### src/rtl/snake_key_input_if.sv
// Key-conditioner bus: raw panel keys and reload toward the block, conditioned
// levels, heading and event pulses back toward the game controller.
interface snake_key_input_if;
    logic [3:0] i_Push;
    logic       i_Start;
    logic       i_Reload;
    logic [3:0] o_Key;
    logic [3:0] o_Direc;
    logic       o_DirValid;
    logic       o_StartPulse;

    modport master (
        output i_Push, i_Start, i_Reload,
        input  o_Key, o_Direc, o_DirValid, o_StartPulse
    );

    modport slave (
        input  i_Push, i_Start, i_Reload,
        output o_Key, o_Direc, o_DirValid, o_StartPulse
    );
endinterface

### src/rtl/snake_key_input.sv
// Snake key conditioner: 2-flop sync, per-key debounce, press events,
// one-hot heading latch with reversal rejection, start pulse.
module snake_key_debounce #(
    parameter int DEBOUNCE_CYCLES = 250000,
    parameter int CNT_W           = 18
) (
    input  logic i_Clk,
    input  logic i_Rst,
    input  logic sync,
    output logic stb,
    output logic press
);
    logic [CNT_W-1:0] cnt;
    logic             diff;
    logic             done;

    assign diff  = sync ^ stb;
    assign done  = diff && (cnt == CNT_W'(DEBOUNCE_CYCLES - 1));
    assign press = done && sync;

    // Any agreeing cycle restarts the count; the accepting edge clears it too.
    always_ff @(posedge i_Clk or posedge i_Rst) begin
        if (i_Rst) begin
            cnt <= '0;
            stb <= 1'b0;
        end else if (done) begin
            cnt <= '0;
            stb <= sync;
        end else if (!diff) begin
            cnt <= '0;
        end else begin
            cnt <= cnt + 1'b1;
        end
    end
endmodule

module snake_key_input #(
    parameter int DEBOUNCE_CYCLES = 250000,
    parameter int CNT_W           = 18
) (
    input  logic                     i_Clk,
    input  logic                     i_Rst,
    snake_key_input_if.slave         bus
);
    localparam int         NUM_KEYS  = 5;
    localparam int         KEY_START = 4;
    localparam logic [3:0] DIR_UP    = 4'b0001;
    localparam logic [3:0] DIR_DOWN  = 4'b0010;
    localparam logic [3:0] DIR_LEFT  = 4'b0100;
    localparam logic [3:0] DIR_RIGHT = 4'b1000;

    logic [NUM_KEYS-1:0] raw, sync_q1, sync_q2, stb, press;
    logic [3:0]          direc, win_dir, opp_dir;
    logic                dir_valid, start_pulse, accept;

    // Direction keys are active-low on the panel; internally 1 = pressed.
    assign raw = {bus.i_Start, ~bus.i_Push};

    always_ff @(posedge i_Clk or posedge i_Rst) begin
        if (i_Rst) begin
            sync_q1 <= '0;
            sync_q2 <= '0;
        end else begin
            sync_q1 <= raw;
            sync_q2 <= sync_q1;
        end
    end

    for (genvar k = 0; k < NUM_KEYS; k++) begin : g_key
        snake_key_debounce #(
            .DEBOUNCE_CYCLES(DEBOUNCE_CYCLES),
            .CNT_W          (CNT_W)
        ) u_db (
            .i_Clk(i_Clk),
            .i_Rst(i_Rst),
            .sync (sync_q2[k]),
            .stb  (stb[k]),
            .press(press[k])
        );
    end

    always_comb begin
        win_dir = '0;
        if      (press[3]) win_dir = DIR_UP;
        else if (press[2]) win_dir = DIR_DOWN;
        else if (press[1]) win_dir = DIR_LEFT;
        else if (press[0]) win_dir = DIR_RIGHT;
    end

    // Swapping within the Up/Down and Left/Right pairs gives the reverse heading.
    assign opp_dir = {direc[2], direc[3], direc[0], direc[1]};
    assign accept  = (|win_dir) && (win_dir != direc) && (win_dir != opp_dir);

    always_ff @(posedge i_Clk or posedge i_Rst) begin
        if (i_Rst) begin
            direc       <= DIR_UP;
            dir_valid   <= 1'b0;
            start_pulse <= 1'b0;
        end else begin
            start_pulse <= press[KEY_START];
            if (bus.i_Reload) begin
                direc     <= DIR_UP;
                dir_valid <= 1'b0;
            end else if (accept) begin
                direc     <= win_dir;
                dir_valid <= 1'b1;
            end else begin
                dir_valid <= 1'b0;
            end
        end
    end

    assign bus.o_Key        = stb[3:0];
    assign bus.o_Direc      = direc;
    assign bus.o_DirValid   = dir_valid;
    assign bus.o_StartPulse = start_pulse;
endmodule

### src/flat_wrapper.sv
// flat-port wrapper written by rule: the top's interface ports become plain ports
module snake_key_input_flat 
#(
    parameter int DEBOUNCE_CYCLES = 250000,
    parameter int CNT_W           = 18
)
  (i_Clk, i_Rst, bus_i_Push, bus_i_Start, bus_i_Reload, bus_o_Key, bus_o_Direc, bus_o_DirValid, bus_o_StartPulse);
  snake_key_input_if bus_i ();
  input  logic i_Clk;
  input  logic i_Rst;
  input wire logic [$bits(bus_i.i_Push)-1:0] bus_i_Push;
  input wire logic [$bits(bus_i.i_Start)-1:0] bus_i_Start;
  input wire logic [$bits(bus_i.i_Reload)-1:0] bus_i_Reload;
  output wire logic [$bits(bus_i.o_Key)-1:0] bus_o_Key;
  output wire logic [$bits(bus_i.o_Direc)-1:0] bus_o_Direc;
  output wire logic [$bits(bus_i.o_DirValid)-1:0] bus_o_DirValid;
  output wire logic [$bits(bus_i.o_StartPulse)-1:0] bus_o_StartPulse;
  assign bus_i.i_Push = bus_i_Push;
  assign bus_i.i_Start = bus_i_Start;
  assign bus_i.i_Reload = bus_i_Reload;
  assign bus_o_Key = bus_i.o_Key;
  assign bus_o_Direc = bus_i.o_Direc;
  assign bus_o_DirValid = bus_i.o_DirValid;
  assign bus_o_StartPulse = bus_i.o_StartPulse;
  snake_key_input #(.DEBOUNCE_CYCLES(DEBOUNCE_CYCLES), .CNT_W(CNT_W)) u_core (.i_Clk(i_Clk), .i_Rst(i_Rst), .bus(bus_i));
endmodule
### config.mk
export PLATFORM = sky130hd
export DESIGN_NAME = snake_key_input_flat
export DESIGN_NICKNAME = d
export VERILOG_FILES = /design/src/rtl/snake_key_input_if.sv /design/src/rtl/snake_key_input.sv /design/src/flat_wrapper.sv
export SDC_FILE = /design/constraint.sdc
export NUM_CORES = 1
export LEC_CHECK = 0
export BUFFER_PORTS_ARGS = -buffer_cell sky130_fd_sc_hd__buf_2
export CAP_MARGIN = 20
export CORE_ASPECT_RATIO = 0.75
export CORE_MARGIN = 3
export CORE_UTILIZATION = 60
export CTS_CLUSTER_SIZE = 24
export DETAILED_ROUTE_END_ITERATION = 12
export GPL_ROUTABILITY_DRIVEN = 0
export GPL_TIMING_DRIVEN = 0
export PLACE_DENSITY = 0.77
export SYNTH_ARGS = -nofsm -noshare
export SYNTH_HDL_FRONTEND = slang
export SYNTH_SLANG_ARGS = --single-unit
### constraint.sdc
create_clock -name i_Clk -period 3.55 [get_ports i_Clk]
set_input_delay 0.355 -clock i_Clk [delete_from_list [all_inputs] [get_ports i_Clk]]
set_output_delay 0.355 -clock i_Clk [all_outputs]
set_load 0.03 [all_outputs]
* After elaboration in Yosys (flattened, before gate mapping)
Cells that the tools add are included.
W data, S select, Z words.
** Word-level totals
- Flip-flop bits (word level) :: 111
- Input port bits :: 8
** Cells by class
- Equality and inequality tests :: 7
- Muxes and demuxes :: 18
- Bitwise gates (word level) :: 6
- Reductions and logical operators :: 14
- $add $sub $neg :: 5
** Operators by type and width (count)
- $mux W18 :: 10
- $add A18 B1 Y18 const B :: 5
- $eq A18 B18 Y1 const B :: 5
- $mux W4 :: 6
- $logic_and A1 B1 Y1 :: 12
- $ne A4 B4 Y1 :: 2
- $xor A1 B1 Y1 :: 5
- $not A4 Y4 :: 1
- $reduce_or A4 Y1 :: 1
- $mux W1 :: 2
- $reduce_bool A2 Y1 :: 1

* Logic depth before layout (Yosys ltp)
Gate-level depths: netlist of run 1.
- Depth after elaboration :: 12
- Mapped depth :: 9
- Depth with buffers taken out :: 8

* By module
From an unflattened synthesis of run 1, not the netlist that was laid out.
** Second synthesis, totals
- Cell total of the unflattened synthesis :: 559
- Area total of the unflattened synthesis :: 5926.9 um^2
** Modules (own cells, without submodules)
- snake_key_debounce :: times used 5, area an instance 1044.8 um^2, cells each 100, seq. area each 475.5 um^2
- snake_key_input :: times used 1, area an instance 703.2 um^2, cells each 59, seq. area each 401.6 um^2

* Worst setup path after synthesis of run 1
No wires, ideal clock.
- Path type :: flip-flop to flip-flop
- From :: reg u_core.g_key[2].u_db.cnt[0]
- To :: reg u_core.direc[0], in the netlist u_core.bus.o_Direc[0]
- Arrival time :: 2.157 ns
- Library setup time :: 0.075 ns
- Data required time :: 3.475 ns
- Path buffers :: 1
- Stages on the path, launching flop included :: 10
- Slack :: 1.318 ns
- Period minus slack after synthesis :: 2.232 ns
- Path through :: dfrtp_1 ha_1 and3_1 clkbuf_2 and4b_1 a22oi_1 mux2i_1 a22oi_2 a211oi_4 mux2i_1
** Between the ends
- Word-level cells in the longest chain between the ends :: 9
** Ends and longest elaborated chain
- start: declaration :: RTL line snake_key_input.sv:13 : logic [CNT_W-1:0] cnt;
- start signal: assignment :: RTL line snake_key_input.sv:32 : cnt <= cnt + 1'b1;
- $eq A18 B18 Y1 (*) :: RTL line snake_key_input.sv:18 : assign done = diff && (cnt == CNT_W'(DEBOUNCE_CYCLES - 1));
- $logic_and A1 B1 Y1 (*) :: RTL line snake_key_input.sv:18
- $logic_and A1 B1 Y1 (*) :: RTL line snake_key_input.sv:19 : assign press = done && sync;
- $mux W4 (*) :: RTL line snake_key_input.sv:85 : else if (press[2]) win_dir = DIR_DOWN;
- $mux W4 (*) :: RTL line snake_key_input.sv:84 : if (press[3]) win_dir = DIR_UP;
- $ne A4 B4 Y1 or $reduce_or A4 Y1 (tied branches) :: RTL line snake_key_input.sv:92 : assign accept = (|win_dir) && (win_dir != direc) && (win_dir != opp_dir);
- $logic_and A1 B1 Y1 (2 in a row) :: RTL line snake_key_input.sv:92
- $reduce_bool A2 Y1 (no source line)
- end signal: assignment :: RTL line snake_key_input.sv:105 : direc <= win_dir;
- end: declaration :: RTL line snake_key_input.sv:53 : logic [3:0] direc, win_dir, opp_dir;
Mark *: on every way between the ends. The rest lies on a longest branch, timed or not. The select of a mux whose other input is x is not followed.
A chain may end at the register's enable or synchronous reset.

* Worst setup path in the final report of run 1
- From :: reg u_core.g_key[1].u_db.cnt[4]
- To :: reg u_core.direc[3], in the netlist u_core.bus.o_Direc[3]
** Between the ends
- Word-level cells in the longest chain between the ends :: 10
** Ends and longest elaborated chain
- start: declaration :: RTL line snake_key_input.sv:13
- start signal: assignment :: RTL line snake_key_input.sv:32
- $eq A18 B18 Y1 (*) :: RTL line snake_key_input.sv:18
- $logic_and A1 B1 Y1 (*) :: RTL line snake_key_input.sv:18
- $logic_and A1 B1 Y1 (*) :: RTL line snake_key_input.sv:19
- $mux W4 (*) :: RTL line snake_key_input.sv:86 : else if (press[1]) win_dir = DIR_LEFT;
- $mux W4 (*) :: RTL line snake_key_input.sv:85
- $mux W4 (*) :: RTL line snake_key_input.sv:84
- $ne A4 B4 Y1 or $reduce_or A4 Y1 (tied branches) :: RTL line snake_key_input.sv:92
- $logic_and A1 B1 Y1 (2 in a row) :: RTL line snake_key_input.sv:92
- $reduce_bool A2 Y1 (no source line)
Marks and branches as above.

==> results of run 1 <==
per-stage QoR:
step                hold slack [ps]  power (mW)  setup TNS [ps]  setup WS (ps)
floorplan                       331        1.38               0            266
global placement                332        1.40          -97500           -895
detailed placement              341        1.41               0           1000
CTS                            74.1        2.40               0            966
global route                   95.6        2.45               0            770
finish                         58.1        2.36               0            936
path summary, 6_finish.rpt:
check | cells after the start | endpoint | startpoint | slack (ps)
worst max register to register | 7 | u_core.bus.o_Direc[3] | u_core.g_key[1].u_db.cnt[4] | 940
min in group i_Clk | 1 | u_core.sync_q1[4] | bus_i_Start | 120
worst min register to register | 0 | u_core.sync_q2[0] | u_core.sync_q1[0] | 350
worst min-delay path | 2 | u_core.g_key[2].u_db.cnt[14] | i_Rst | 60
max in group asynchronous | 3 | u_core.g_key[3].u_db.cnt[0] | i_Rst | 2780
worst max-delay path | 7 | u_core.bus.o_Direc[3] | u_core.g_key[1].u_db.cnt[4] | 940
state kept, by name, indices dropped and copies added, names as in the netlist:
register	cells
u_core.g_key.u_db.cnt	90
u_core.g_key.u_db.stb	5
u_core.sync_q1	5
u_core.sync_q2	5
u_core.bus.o_Direc	4
u_core.bus.o_DirValid	1
u_core.bus.o_StartPulse	1
logic make-up after synthesis:
group	after synthesis
multiplexers	11
AND/OR/NAND/NOR	274
adder cells (fa/ha/maj)	5
AO/OA/AOI/OAI	26
flip-flops	111
XOR/XNOR	77
buffers and inverters	28
critical path, stage by stage, from the launching register on:
cell	delay, ps
dfrtp_1	440
nor4b_2	310
nand4_1	280
nor3_1	320
mux2_2	380
and3_2	240
a211oi_4	310
mux2i_1	260
synth_stat cells, types with 2 or more instances:
cell type,n
ha_1,5
dfrtp_1,110
inv_1,17
a21oi_1,7
and3_2,2
nand3_1,36
nor4b_1,3
nor4_4,2
mux2i_1,5
and4_1,4
and2_1,3
nand2_1,24
a22oi_2,3
nor4_1,4
and2b_1,2
nor3_1,9
nor2_1,105
mux2_2,6
and3_1,30
nor4b_2,3
nor4bb_1,2
xnor2_1,47
buf_4,4
xor2_1,30
or3_1,9
nor2b_1,4
clkbuf_1,6
nor3b_1,2
nand4_1,11
o21ai_0,7
or2b_1,6
nand2b_1,2
routing by layer:
layer | wire length [um] | up-vias | share of wire [%]
li1 | - | 1868 | -
met1 | 4780 | 1849 | 48
met2 | 4630 | 55 | 47
met3 | 322 | 11 | 3.3
met4 | 127 | 0 | 1.3
met5 | 0 | - | 0
power by group through the flow:
stage | Sequential, mW | Combinational [mW] | Clock, mW
CTS | 1.30 | 0.0855 | 1.01
finish | 1.30 | 0.0823 | 0.985
detailed placement | 1.32 | 0.0848 | 0
floorplan | 1.32 | 0.0576 | 0
global route | 1.30 | 0.0960 | 1.06
global placement | 1.32 | 0.0765 | 0
layout make-up:
type / count / area [um^2]
timing repair buffer: 18 / 113
sequential: 111 / 2780
inverter: 17 / 66.3
clock inverter: 3 / 43.8
buffer: 11 / 57.6
tap: 108 / 135
multi-input combinational: 393 / 2520
clock buffer: 12 / 246
fill: 654 / 2670
==> flow_summary.json, run 1 <==
{
  "clk_path_buf_depth": 2,
  "placed_area_mm2": 0.00567,
  "wl_um": 9850,
  "dp_hpwl_um": 7010,
  "placed_cells": 658,
  "grt_remaining_overflow": 0,
  "start_util_pct": 62.8,
  "die_height_um": 88.3,
  "grtUsageMet1_pct": 30.1,
  "max-vdd-ir-drop_mv": 0.233,
  "max_freq_mhz": 383,
  "final-max-slew-violation-count": 0,
  "met2_usage_pct": 34.3,
  "layout_commonest_cell": "dfrtp_1",
  "sequentialPowerShare_pct": 54.9,
  "min_period_ps": 2610,
  "relSlewSlack_pct": 55.7,
  "p_sw_share_pct": 20.8,
  "cp-start-kind": "flip-flop",
  "ant_nets": 0,
  "fin_nets": 574,
  "finalNonFillerCells": 673,
  "clk_pin_slew_ps": 70,
  "power_switching_uw": 493,
  "clock_skew_ps": 6.28,
  "synth_top_family_by_area": "simple AND/OR/NAND/NOR gates",
  "h-tree-depth": 3,
  "crit_path_max_fanout": 6,
  "power.share.clock_pct": 41.7,
  "grtUsageMet3_pct": 5.26,
  "yosysWarnings": 0,
  "avgViaCountPerCell": 5.62,
  "rows": 29,
  "cp.arrival_ps": 2870,
  "hold_viol": 0,
  "drt_iter0_markers": 266,
  "syn-mean-instance-area_um2": 10.2,
  "synth_edf_count": 0,
  "post_cts_buffers": 0,
  "seq_area_frac_synth_pct": 51.3,
  "internal-power_mw": 1.87,
  "synth_xor_area_share_pct": 12.4,
  "synth_compound_area_share_pct": 3.72,
  "hold_class": "in -> async",
  "required_ps": 3810,
  "clock_sinks": 111,
  "ys.flop_type": "dfrtp_1",
  "synthCells": 532,
  "fp.dieW_um": 116,
  "final_cell_mix": "110 x dfrtp_1, 105 x nor2_1, 47 x xnor2_1",
  "ys_ff_latch": 111,
  "io_buffers": 17,
  "antenna_found_initial": 0,
  "cts-root-buf": "clkbuf_16",
  "ctsHoldBuffers": 0,
  "synthesis.area_mm2": 0.00542,
  "synth-simple-area-share_pct": 27.0,
  "routed-via-count": 3783,
  "max-cap-violations": 0,
  "p_per_area_mw_per_mm2": 397,
  "synthMuxAreaShare_pct": 2.17,
  "worst_pin_slew_ps": 663,
  "status": "complete, no violations",
  "clock_latency_ps": 340,
  "dr.pass1.iters": 5,
  "grt_pass1_vias": 3767,
  "synthArstFlopShare_pct": 100,
  "path_class": "reg -> reg",
  "drive_gt1_share_pct": 11.3,
  "synth_area_leaders": "dfrtp_1 51%, xnor2_1 7.6%, nor2_1 7.3%",
  "cellLeakagePower_nw": 2.62,
  "area_growth_pct": 9.97,
  "post-route-cell-area_mm2": 0.00596,
  "ios": 18,
  "syn_nets": 545,
  "synthAdderAreaFrac_pct": 1.15,
  "antennaDiodeCount": 0,
  "cts_resized": 0,
  "finalSetupViolCount": 0,
  "rsz0062_at_grt": "false",
  "fin_crit_sh_pct": 73.6,
  "power_frac_comb_pct": 3.5,
  "yosysTopAreaCell": "dfrtp_1",
  "grt_pass1_wl_um": 17500,
  "numCtsBuffers": 9,
  "wl_per_cell_um": 14.6,
  "end_kind": "flip-flop",
  "synth_top_area_share_pct": 50.8,
  "top_usage_layer": "met2",
  "final_util_pct": 69.0,
  "ys_types": 54,
  "drcViolationCount": 0,
  "grt_util_all_layers_pct": 21.6,
  "grt_max_degree": 71,
  "cts_tree": "yes",
  "coreArea_mm2": 0.00864,
  "die_area_mm2": 0.0102
}
(Power assumes the default switching activity.)
==> inputs of run 2 (changes only) <==
--- a/config.mk
+++ b/config.mk
@@ -5,6 +5,7 @@
 export SDC_FILE = /design/constraint.sdc
 export NUM_CORES = 1
 export LEC_CHECK = 0
+export ABC_AREA = 1
 export BUFFER_PORTS_ARGS = -buffer_cell sky130_fd_sc_hd__buf_2
 export CAP_MARGIN = 20
 export CORE_ASPECT_RATIO = 0.75
==> constraint.sdc (replaced) <==
create_clock -name i_Clk -period 2.7 [get_ports i_Clk]
set_input_delay 0.27 -clock i_Clk [delete_from_list [all_inputs] [get_ports i_Clk]]
set_output_delay 0.27 -clock i_Clk [all_outputs]
set_load 0.03 [all_outputs]
==> flow_summary.json, run 2 <==
{
  "synthMuxAreaShare_pct": 0,
  "dr.pass1.iters": 4,
  "clock_skew_ps": 7.60,
  "worst_pin_slew_ps": 752,
  "start_util_pct": 62.5,
  "rows": 30,
  "cts-root-buf": "clkbuf_16",
  "max_freq_mhz": 456,
  "yosysTopAreaCell": "dfrtp_1",
  "antenna_found_initial": 0,
  "final_util_pct": 69.1,
  "synth_top_area_share_pct": 48.1,
  "crit_chain": "ha_1 > nand3_1 > nor2_1 > nand2_1 > nor3_2 > nand3_1 > nor2_1 > nand2_1 > nor3_1 > nor3_1",
  "cp-start-kind": "flip-flop",
  "synth_area_leaders": "dfrtp_1 48%, nand2_1 8.6%, nor2_1 8.6%",
  "path_class": "reg -> reg",
  "power_switching_uw": 737,
  "area_growth_pct": 10.6,
  "synthesis.area_mm2": 0.00573,
  "relSlewSlack_pct": 49.8,
  "dp_hpwl_um": 8240,
  "routed-via-count": 4593,
  "yosysWarnings": 0,
  "end_kind": "flip-flop",
  "antennaDiodeCount": 0,
  "top_register": "u_core.g_key.u_db.cnt",
  "finalSetupViolCount": 0,
  "fin_crit_sh_pct": 81.3,
  "syn-mean-instance-area_um2": 7.96,
  "required_ps": 2910,
  "ys_types": 41,
  "sequentialPowerShare_pct": 52.5,
  "rsz0062_at_grt": "false",
  "post_cts_buffers": 0,
  "largest_register_ffs": 90,
  "numCtsBuffers": 9,
  "p_per_area_mw_per_mm2": 514,
  "io_buffers": 17,
  "synth_top_family_by_area": "simple AND/OR/NAND/NOR gates",
  "p_sw_share_pct": 22.7,
  "slowest_stage": "dfrtp_1",
  "max-vdd-ir-drop_mv": 0.323,
  "grt_pass1_vias": 4440,
  "coreArea_mm2": 0.00916,
  "clk_path_buf_depth": 2,
  "ant_nets": 0,
  "status": "complete, no violations",
  "drt_iter0_markers": 272,
  "synthAdderAreaFrac_pct": 1.09,
  "fp.dieW_um": 119,
  "ys.flop_type": "dfrtp_1",
  "cp.arrival_ps": 2400,
  "hold_viol": 0,
  "ys_top_cells_by_count": "131 x nand2_1, 131 x nor2_1, 110 x dfrtp_1",
  "ys_ff_latch": 111,
  "power.share.clock_pct": 42.9,
  "avgViaCountPerCell": 5.21,
  "grt_max_degree": 42,
  "wl_um": 11100,
  "synth_edf_count": 0,
  "final-max-slew-violation-count": 0,
  "synth_xor_area_share_pct": 3.98,
  "syn_nets": 732,
  "grt_util_all_layers_pct": 21.9,
  "internal-power_mw": 2.52,
  "clock_sinks": 111,
  "synth-simple-area-share_pct": 33.3,
  "clk_pin_slew_ps": 70,
  "synthArstFlopShare_pct": 100,
  "synth_compound_area_share_pct": 6.07,
  "wl_per_cell_um": 12.6,
  "cellLeakagePower_nw": 2.91,
  "seq_area_frac_synth_pct": 48.5,
  "crit_path_max_fanout": 5,
  "tns_ps": 0,
  "synthCells": 719,
  "slowest_delay_ps": 370,
  "power_frac_comb_pct": 4.5,
  "max-cap-violations": 0,
  "grt_pass1_wl_um": 19500,
  "ctsHoldBuffers": 0,
  "timing.hold.ws_ps": 24.7,
  "clock_latency_ps": 340,
  "cts_resized": 0,
  "ios": 18,
  "grt_remaining_overflow": 0,
  "min_period_ps": 2190,
  "drive_gt1_share_pct": 10.2,
  "die_height_um": 90.6,
  "cts_tree": "yes",
  "h-tree-depth": 3,
  "fin_nets": 762,
  "hold_class": "in -> reg",
  "drcViolationCount": 0,
  "die_area_mm2": 0.0108,
  "final_cell_mix": "131 x nor2_1, 131 x nand2_1, 110 x dfrtp_1"
}
-- run 2: cell types whose count changed after synthesis, sizes merged, moves of 8 or more --
cell,previous run,this run
nor3,9,37
nor2,105,143
nand2,24,136
inv,17,96
xor2,30,13
o21ai,8,23
xnor2,47,13
and3,32,2
a21oi,7,33
or3,9,1
nand3,37,53
-- run 2: per-layer routing --
metal / track usage [%] / vias up / wire length (um)
met2: 36.0 / 70 / 5100
met5: 0 / - / 0
met1: 30.0 / 2138 / 5600
li1: - / 2372 / -
met3: 4.01 / 13 / 302
met4: 6.46 / 0 / 148
-- run 2: worst max-delay path: cells and delay by family, from the launching register on --
family	cells	cell delay (ps)
adder cells (fa/ha/maj)	1	190
AND/OR/NAND/NOR	9	1510
flip-flops	1	370
-- run 2: metrics by stage --
step                instances  area, um^2  total power, mW  setup slack [ps]
finish                    882        6330             3.26               506
global route              882        6330             3.38               267
CTS                       882        6330             3.28               486
detailed placement        866        6020             1.89               498
global placement          864        5980             1.88               396
floorplan                 719        5730             1.85               901
-- run 2: path summary, 6_finish.rpt --
check	start	endpoint	slack [ps]	cells after the start
worst max-delay path	u_core.g_key[1].u_db.cnt[0]	u_core.g_key[1].u_db.cnt[16]	510	10
worst min-delay path	bus_i_Start	u_core.sync_q1[4]	20	1
worst max register to register	u_core.g_key[1].u_db.cnt[0]	u_core.g_key[1].u_db.cnt[16]	510	10
worst min register to register	u_core.sync_q1[1]	u_core.sync_q2[1]	360	0
max in group asynchronous	i_Rst	u_core.bus.o_Direc[0]	1700	4
min in group asynchronous	i_Rst	u_core.g_key[4].u_db.cnt[8]	40	2
-- run 2: cells by family after synthesis --
kind of cell | Yosys count
AOI/OAI and AO/OA | 65
xor gates and xnor gates | 26
adders and majority gates | 5
buffers and inverters | 104
DFF | 111
and+or+nand+nor | 408
-- run 2: final cells by class --
type	instances	area, um^2
Buffer	6	37.5
Clock buffer	12	256
Clock inverter	4	58.8
Fill cell	769	2830
Inverter	98	372
Multi-Input combinational cell	504	2540
Sequential cell	111	2780
Tap cell	128	160
Timing Repair Buffer	19	125
-- run 2: power by group through the flow --
stage	Combinational, mW	Sequential [mW]	Clock, mW
2_1_floorplan	0.104	1.74	0
3_3_place_gp	0.138	1.74	0
3_5_place_dp	0.150	1.74	0
4_1_cts	0.152	1.71	1.42
5_1_grt	0.172	1.71	1.49
6_report	0.148	1.71	1.40
==> inputs of run 3 (changes only) <==
--- a/config.mk
+++ b/config.mk
@@ -5,17 +5,17 @@
 export SDC_FILE = /design/constraint.sdc
 export NUM_CORES = 1
 export LEC_CHECK = 0
-export ABC_AREA = 1
+export ABC_AREA = 0
 export BUFFER_PORTS_ARGS = -buffer_cell sky130_fd_sc_hd__buf_2
 export CAP_MARGIN = 20
 export CORE_ASPECT_RATIO = 0.75
 export CORE_MARGIN = 3
-export CORE_UTILIZATION = 60
+export CORE_UTILIZATION = 56
 export CTS_CLUSTER_SIZE = 24
 export DETAILED_ROUTE_END_ITERATION = 12
 export GPL_ROUTABILITY_DRIVEN = 0
 export GPL_TIMING_DRIVEN = 0
-export PLACE_DENSITY = 0.77
+export PLACE_DENSITY = 0.76
 export SYNTH_ARGS = -nofsm -noshare
 export SYNTH_HDL_FRONTEND = slang
 export SYNTH_SLANG_ARGS = --single-unit
==> constraint.sdc (replaced) <==
create_clock -name i_Clk -period 1.8 [get_ports i_Clk]
set_input_delay 0.18 -clock i_Clk [delete_from_list [all_inputs] [get_ports i_Clk]]
set_output_delay 0.18 -clock i_Clk [all_outputs]
set_load 0.03 [all_outputs]
==> flow_summary.json, run 3 (synthesis gave the netlist of run 1 again) <==
{
  "status": "complete, but fails checks",
  "failed_checks": "setup timing",
  "fp.dieW_um": 120,
  "max-vdd-ir-drop_mv": 0.611,
  "ios": 18,
  "end_kind": "flip-flop",
  "layout_commonest_cell": "dfrtp_1",
  "rsz0062_at_grt": "true",
  "largest_register_ffs": 90,
  "cp_common_cell": "a22oi_2",
  "start_util_pct": 58.7,
  "max-cap-violations": 0,
  "avgViaCountPerCell": 5.51,
  "numCtsBuffers": 9,
  "min_period_ps": 2360,
  "coreArea_mm2": 0.00923,
  "register_area_mm2": 0.00278,
  "ant_nets": 0,
  "grt_pass1_vias": 3982,
  "power_frac_comb_pct": 4.3,
  "antenna_found_initial": 0,
  "placed_area_mm2": 0.00577,
  "cts-root-buf": "clkbuf_16",
  "finalNonFillerCells": 727,
  "slowest_delay_ps": 450,
  "clock_sinks": 111,
  "io_buffers": 17,
  "clk_path_buf_depth": 2,
  "drive_gt1_share_pct": 22.2,
  "final-max-slew-violation-count": 0,
  "power.share.clock_pct": 45.1,
  "grt_pass1_wl_um": 18900,
  "final_cell_mix": "106 x dfrtp_1, 101 x nor2_1, 47 x xnor2_1",
  "reg2regPathDepth": 8,
  "clock_latency_ps": 350,
  "finalSetupViolCount": 27,
  "p_per_area_mw_per_mm2": 770,
  "sequentialPowerShare_pct": 50.6,
  "worst_pin_slew_ps": 651,
  "wl_um": 11100,
  "die_area_mm2": 0.0109,
  "h-tree-depth": 3,
  "path_class": "reg -> reg",
  "required_ps": 2070,
  "relSlewSlack_pct": 56.5,
  "antennaDiodeCount": 0,
  "cp.arrival_ps": 2630,
  "fin_nets": 607,
  "top_register": "u_core.g_key.u_db.cnt",
  "fin_crit_sh_pct": 131,
  "crit_path_max_fanout": 6,
  "drcViolationCount": 0,
  "internal-power_mw": 4.02,
  "max_freq_mhz": 424,
  "dr.pass1.iters": 4,
  "clk_pin_slew_ps": 70,
  "post-route-cell-area_mm2": 0.00657,
  "crit_chain": "nand4b_1 > nor4_4 > buf_4 > a2111oi_4 > a22oi_2 > a22oi_2 > a211oi_4 > mux2i_1",
  "wl_per_cell_um": 15.3,
  "clock_skew_ps": 6.37,
  "slowest_stage": "dfrtp_2",
  "fillers": 669,
  "cellLeakagePower_nw": 2.85,
  "final_util_pct": 71.1,
  "rows": 30,
  "holdPathStages": 2,
  "timing.hold.ws_ps": 128,
  "routed-via-count": 4003,
  "dp_hpwl_um": 7140,
  "power_switching_mw": 1.04,
  "grt_max_degree": 33,
  "multi_input_area_mm2": 0.00272,
  "grt_remaining_overflow": 0,
  "area_growth_pct": 21.2,
  "hold_class": "in -> reg",
  "cts_tree": "yes",
  "grt_util_all_layers_pct": 21.4,
  "cp-start-kind": "flip-flop",
  "placed_cells": 680,
  "pre_cts_ws_ps": -663,
  "p_sw_share_pct": 20.5,
  "die_height_um": 91.2,
  "setup_ws_ps": -559,
  "hold_viol": 0,
  "drt_iter0_markers": 291
}
-- run 3: changes by cell type in the layout (fill, tap and decap cells not counted), sizes merged, moves of 8 or more --
cell / previous run / this run
xor2: 13 / 30
or3: 1 / 9
nand3: 53 / 37
xnor2: 13 / 47
nor2: 143 / 105
o21ai: 23 / 8
a21oi: 33 / 7
buf: 23 / 52
nand2: 136 / 24
nor3: 37 / 9
and3: 2 / 32
inv: 98 / 17
-- run 3: final timing paths --
kind / slack [ps] / from / to
max reg2reg: -560 / u_core.g_key[3].u_db.cnt[4] / u_core.bus.o_Direc[2]
max in group asynchronous: 460 / i_Rst / u_core.bus.o_Direc[0]
min in group asynchronous: 500 / i_Rst / u_core.g_key[1].u_db.cnt[3]
min: 130 / bus_i_Reload / u_core.bus.o_DirValid
min reg2reg: 350 / u_core.sync_q1[1] / u_core.sync_q2[1]
max: -560 / u_core.g_key[3].u_db.cnt[4] / u_core.bus.o_Direc[2]
-- run 3: stage by stage --
step           setup TNS, ps  power [mW]
6_report               -6980        5.06
5_1_grt               -12380        5.23
4_1_cts                -8010        5.08
3_5_place_dp          -17690        2.78
3_3_place_gp          -57400        2.76
2_1_floorplan          -1730        2.71
-- run 3: timing repair --
| item | in CTS | in global routing |
|---|---|---|
| hold buffers | 6 | 0 |
| hold endpoints to repair | 34 | 0 |
| gates resized for setup | 24 | 30 |
| pin swaps | 15 | 12 |
| buffers inserted | 16 | 11 |
| endpoints found under the setup margin | 66 | 74 |
-- run 3: layout make-up --
cell class	count	area share, %
Timing Repair Buffer	53	6.21
Sequential cell	111	42.4
Clock buffer	11	3.70
Tap cell	128	2.44
Buffer	9	1.24
Multi-Input combinational cell	393	41.4
Inverter	17	1.03
Clock inverter	5	1.58
-- run 3: power by group through the flow --
stage / clock (mW) / combinational [mW] / sequential [mW]
6_report: 2.28 / 0.219 / 2.56
5_1_grt: 2.42 / 0.250 / 2.56
4_1_cts: 2.32 / 0.205 / 2.56
3_5_place_dp: 0 / 0.179 / 2.61
3_3_place_gp: 0 / 0.155 / 2.60
2_1_floorplan: 0 / 0.116 / 2.60
-- run 3: routing by layer --
metal | part of all wire [%] | GRT usage [%] | vias up
met1 | 45 | 28.2 | 1995
met5 | 0 | 0 | -
met2 | 50 | 35.5 | 62
li1 | - | - | 1925
met4 | 2.0 | 6.48 | 0
met3 | 3.0 | 4.73 | 21
-- run 3: critical path: cells and delay by family, from the launching register on --
family | cells | cell delay (ps)
mux | 1 | 250
simple gates | 2 | 610
compound gates | 4 | 790
buf+inv | 1 | 180
flops | 1 | 450
